===== config.mk =====
export PLATFORM = sky130hd
export DESIGN_NAME = branch_predict_unit
export DESIGN_NICKNAME = d
export VERILOG_FILES = /design/src/rtl/branch_predict_unit.sv
export SDC_FILE = /design/constraint.sdc
export NUM_CORES = 1
export LEC_CHECK = 0
export ABC_CLOCK_PERIOD_IN_PS = 5000
export CAP_MARGIN = 20
export CORE_MARGIN = 10
export CORE_UTILIZATION = 54
export DETAILED_ROUTE_END_ITERATION = 10
export PLACE_DENSITY = 0.77
export SETUP_SLACK_MARGIN = 0.15
export SLEW_MARGIN = 20
export SYNTH_ARGS = -nofsm -noshare
export SYNTH_HDL_FRONTEND = slang
export SYNTH_SLANG_ARGS = --single-unit

===== constraint.sdc =====
create_clock -name clk -period 5 [get_ports clk]
set_input_delay 0.75 -clock clk [delete_from_list [all_inputs] [get_ports clk]]
set_output_delay 0.75 -clock clk [all_outputs]
set_load 0.01 [all_outputs]

===== src/rtl/branch_predict_unit.sv =====
// branch_predict_unit: direct-mapped BTB with 2-bit counters, EX-stage update, redirect and statistics.
// Ports:
//   clk, reset                      clock and synchronous active-high reset
//   PCF                             fetch PC used for lookup
//   PredTakenF, PredTargetF         fetch-stage prediction and next PC
//   BranchE, TakenE, PCE, TargetE,  resolved branch information from EX
//   PCPlus4E, PredTakenE,
//   PredTargetE
//   MispredictE, RedirectPC         redirect request and corrected PC
//   FlushD, FlushE                  pipeline flushes on misprediction
//   BranchCount, MispredCount       saturating statistics counters
module branch_predict_unit #(
    parameter int ENTRIES = 16
) (
    input  logic        clk,
    input  logic        reset,
    input  logic [31:0] PCF,
    output logic        PredTakenF,
    output logic [31:0] PredTargetF,
    input  logic        BranchE,
    input  logic        TakenE,
    input  logic [31:0] PCE,
    input  logic [31:0] TargetE,
    input  logic [31:0] PCPlus4E,
    input  logic        PredTakenE,
    input  logic [31:0] PredTargetE,
    output logic        MispredictE,
    output logic [31:0] RedirectPC,
    output logic        FlushD,
    output logic        FlushE,
    output logic [31:0] BranchCount,
    output logic [31:0] MispredCount
);
    localparam int IW = $clog2(ENTRIES);
    localparam int TW = 30 - IW;

    logic          valid_q [ENTRIES];
    logic [TW-1:0] tag_q   [ENTRIES];
    logic [31:0]   tgt_q   [ENTRIES];
    logic [1:0]    ctr_q   [ENTRIES];
    logic [IW-1:0] idx_f, idx_e;
    logic          hit_f, hit_e;
    logic [1:0]    ctr_e, ctr_d;
    logic [31:0]   bcnt_q, bcnt_d, mcnt_q, mcnt_d;

    always_comb begin
        idx_f        = PCF[IW+1:2];
        idx_e        = PCE[IW+1:2];
        hit_f        = valid_q[idx_f] && (tag_q[idx_f] == PCF[31:IW+2]);
        hit_e        = valid_q[idx_e] && (tag_q[idx_e] == PCE[31:IW+2]);
        ctr_e        = ctr_q[idx_e];
        PredTakenF   = !reset && hit_f && ctr_q[idx_f][1];
        PredTargetF  = PredTakenF ? tgt_q[idx_f] : PCF + 32'd4;
        MispredictE  = !reset && BranchE &&
                       ((TakenE != PredTakenE) || (TakenE && PredTakenE && (TargetE != PredTargetE)));
        FlushD       = MispredictE;
        FlushE       = MispredictE;
        RedirectPC   = TakenE ? TargetE : PCPlus4E;
        // A taken miss allocates a fresh entry starting weakly taken
        ctr_d        = !hit_e ? 2'd2 :
                       TakenE ? ((ctr_e == 2'd3) ? 2'd3 : ctr_e + 2'd1) :
                                ((ctr_e == 2'd0) ? 2'd0 : ctr_e - 2'd1);
        bcnt_d       = (BranchE && (bcnt_q != '1)) ? bcnt_q + 32'd1 : bcnt_q;
        mcnt_d       = (MispredictE && (mcnt_q != '1)) ? mcnt_q + 32'd1 : mcnt_q;
        BranchCount  = bcnt_q;
        MispredCount = mcnt_q;
    end

    always_ff @(posedge clk) begin
        if (reset) begin
            for (int i = 0; i < ENTRIES; i++) begin
                valid_q[i] <= 1'b0;
                ctr_q[i]   <= 2'd1;
            end
            bcnt_q <= '0;
            mcnt_q <= '0;
        end else begin
            bcnt_q <= bcnt_d;
            mcnt_q <= mcnt_d;
            if (BranchE && (TakenE || hit_e))
                ctr_q[idx_e] <= ctr_d;
            if (BranchE && TakenE) begin
                valid_q[idx_e] <= 1'b1;
                tag_q[idx_e]   <= PCE[31:IW+2];
                tgt_q[idx_e]   <= TargetE;
            end
        end
    end
endmodule


==> run_results.csv <==
group,metric,value,unit
min_path,hold_path_end,"valid_q[8]$_DFF_P_",
floorplanning,rows,107,
routing,via_count,28900,
sta,rsz0062_at_grt,"yes",
pwr,total_leakage_power,18.5,nW
final_layout,final_util,0.658,
sta,finalClockSkew,0.0319,ns
placement,gp_congestion,0.920,
final_layout,layout_commonest_cell,"edfxtp_1",
final_layout,layout_common_cells,"edfxtp_1, mux4_2, clkdlybuf4s50_1",
clock_network,cts_buffer_depth,3,
final_layout,nFillCells,5617,
global_route,overflow,0,
placement,dp_slack,-0.512,ns
setup_path,startpoint,"PCF[3]",
setup_path,cp_slowest_cell,"mux4_2",
synthesis,async_flop_share,0,
global_route,grt_max_degree,103,
placement,place_inst,4056,
sta,fmax,0.203,GHz
pwr,vdd_drop_max,0.000329,V
setup_path,worstPathMaxFanout,25,
sta,maxSlewHeadroom,0.303,
final_layout,instances_no_fill,4277,
floorplanning,coreArea,85400,um^2
sta,fin_crit_sh,0.985,
setup_path,crit_chain,"buf_8 -> buf_12 -> buf_4 -> mux4_2 -> mux2i_1 -> o2111ai_1 -> o22ai_1 -> nand2_1 -> nor4_4 -> buf_6 -> buf_8 -> buf_16 -> buf_12 -> mux2_1 -> clkbuf_2",
setup_path,reg2reg_depth,8,
final_layout,drive_gt1_frac,0.286,
placement,place_area,52200,um^2
min_path,hold_path.class,"input port to register",
floorplanning,die_w,314,um
sta,fin_ws,0.0744,ns
final_layout,fin_nets,3211,
final_layout,ff_latch_area,30400,um^2
clock_network,clk_latency,0.69,ns
floorplanning,dieArea,98600,um^2
sta,min_period,4.93,ns
synthesis,synth_edf_count,960,
floorplanning,start_util,0.547,
sta,hold_ws,0.426,ns
final_layout,area_growth,20.3,%
routing,wl_per_cell,32.6,um
job,cap_violations,0,
sta,fin_tns_setup,0,ns
sta,tightest_slew,1.04,ns
clock_network,cts_root_buffer,"clkbuf_16",
synthesis,synth_nets,2750,
setup_path,crit_family,"buffers and inverters",
pwr,powerDensity,341,nW/um^2
synthesis,synth_area,46700,um^2
setup_path,setup.worst_path.start_class,"input port",
setup_path,rrSetupSlack,1.17,ns
placement,io_buffers,294,
global_route,track_usage,0.278,
global_route,grt_pass1_wl,202,mm
outcome,status,"finished clean",
sta,setup_viol,0,
clock_network,numCtsBuffers,102,
global_route,grt_pass1_vias,29700,
final_layout,final_area,56200,um^2
synthesis,yosysWarnings,0,
setup_path,crit_path_end_kind,"output pin",
setup_path,slowest_delay,0.55,ns
setup_path,reg2reg_from,"MispredCount[3]$_SDFFE_PP0P_",
clock_network,hold_buffers,0,
routing,dr.first_iter.drc_count,4195,
clock_network,clkSinkCount,1040,
global_route,antenna_found_initial,11,
synthesis,ys_seq_area_frac,0.652,
routing,first_pass_iters,8,
clock_network,cts_tree,"yes",
setup_path,required,4.25,ns
sta,hold_violations,0,
floorplanning,die_y,314,um
min_path,hold_depth,2,
final_layout,multi_input_area,15500,um^2
routing,drt_drc_violations_left,0,
synthesis,ys_types,68,
setup_path,worstPathArrival,4.18,ns
clock_network,cts_htree_levels,3,
clock_network,clk_pin_slew,0.06,ns
routing,wl,140,mm
synthesis,synthFlopType,"edfxtp_1",
setup_path,critPathKind,"input port to output pin",
floorplanning,io_pins,297,
min_path,hp-start,"reset",
sta,drv_slew,0,
setup_path,path_buf_inv,8,
pwr,totalPowerFinal,19.2,mW
setup_path,worst_r2r_endpoint,"MispredCount[13]$_SDFFE_PP0P_",
synthesis,syn_area_per_cell,18.1,um^2
placement,dp_hpwl,84.5,mm
synthesis,yosys_register_bits,1040,
synthesis,synth_cells,2581,
routing,ant_nets,0,
routing,routed_via_density,6.75,
[sequential cells by signal, summed over array words and instances (netlist names)]
signal and flops:
tag_q 416, ctr_q 32, valid_q 16, MispredCount 32, tgt_q 512, BranchCount 32
[worst max-delay path by stage]
stage                             to  slack, ns  cells past startpoint
6_report             PredTargetF[12]       0.07                     15
5_1_grt              PredTargetF[12]       0.02                     16
3_5_place_dp         PredTargetF[28]      -0.51                     11
4_1_cts              PredTargetF[12]      -0.08                     12
2_1_floorplan  tag_q[6][0]$_DFFE_PP_       0.29                      6
3_3_place_gp         PredTargetF[28]      -0.43                     11
[worst register-to-register path, stage by stage, from the launching register on]
cell	delay [ns]
dfxtp_1	0.43
and4_1	0.26
nand3_1	0.14
or4_1	0.64
nor4_1	0.64
nand4_1	0.61
nand3_1	0.61
nor3_1	0.10
mux2_2	0.29
[power breakdown]
part | internal, mW | switching, mW
clock | 4.54 | 3.37
sequential | 9.56 | 0.0306
combinational | 0.767 | 0.910
[repair_timing]
item | 4_1_cts | 5_1_grt
cloned | 3 | 1
endpoints found under the setup margin | 33 | 33
pin swaps | 5 | 3
setup buffers | 9 | 13
resized for setup | 128 | 81
endpoints found under the hold margin | 0 | 0
[layer usage]
metal / wire [um] / up-vias / GRT usage
li1: - / 11500 / -
met1: 49800 / 14900 / 0.355
met2: 68100 / 2114 / 0.449
met3: 16200 / 339 / 0.0732
met4: 5280 / 10 / 0.117
met5: 66 / - / 0
[Yosys cell counts, drive strengths merged, types with 3 or more instances]
library cell	instances	area, um^2
edfxtp	960	28800
mux4	365	8220
or4	8	60.1
a21oi	34	170
ha	4	50.1
mux2	76	856
xor2	85	744
dfxtp	80	1600
a22o	9	78.8
nor2b	17	106
nand2b	8	50.1
o22ai	22	138
clkbuf	72	272
o21ai	30	150
nor3	16	80.1
a221oi	8	70.1
nor3b	3	22.5
nor2	90	338
and2	7	43.8
o311ai	3	26.3
xnor2	69	604
o31ai	9	67.6
a2111oi	5	62.6
nand4	29	181
a31oi	5	31.3
nand2	86	323
or3	18	113
and3	13	81.3
nand3	62	310
buf	91	556
a41oi	4	35.0
inv	37	139
o21bai	32	240
mux2i	133	1330
a211oi	19	143
nor4	24	171
and4	9	78.8
a22oi	14	105
[cell type report]
type                            count  share of cell area
Sequential cell                  1040               0.542
Multi-Input combinational cell   1340               0.277
Timing Repair Buffer              520              0.0922
Clock buffer                      118              0.0478
Tap cell                         1144              0.0255
Clock inverter                     71              0.0134
Inverter                           38             0.00254
Antenna cell                        6            0.000267
[cell families after synthesis]
group	synth area share
XOR/XNOR	0.0289
buffers and inverters	0.0208
AO/OA/AOI/OAI	0.0320
multiplexers	0.223
adder cells (fa/ha/maj)	0.00107
flip-flops	0.652
AND/OR/NAND/NOR	0.0427
Power figures use the tool's default switching activity.
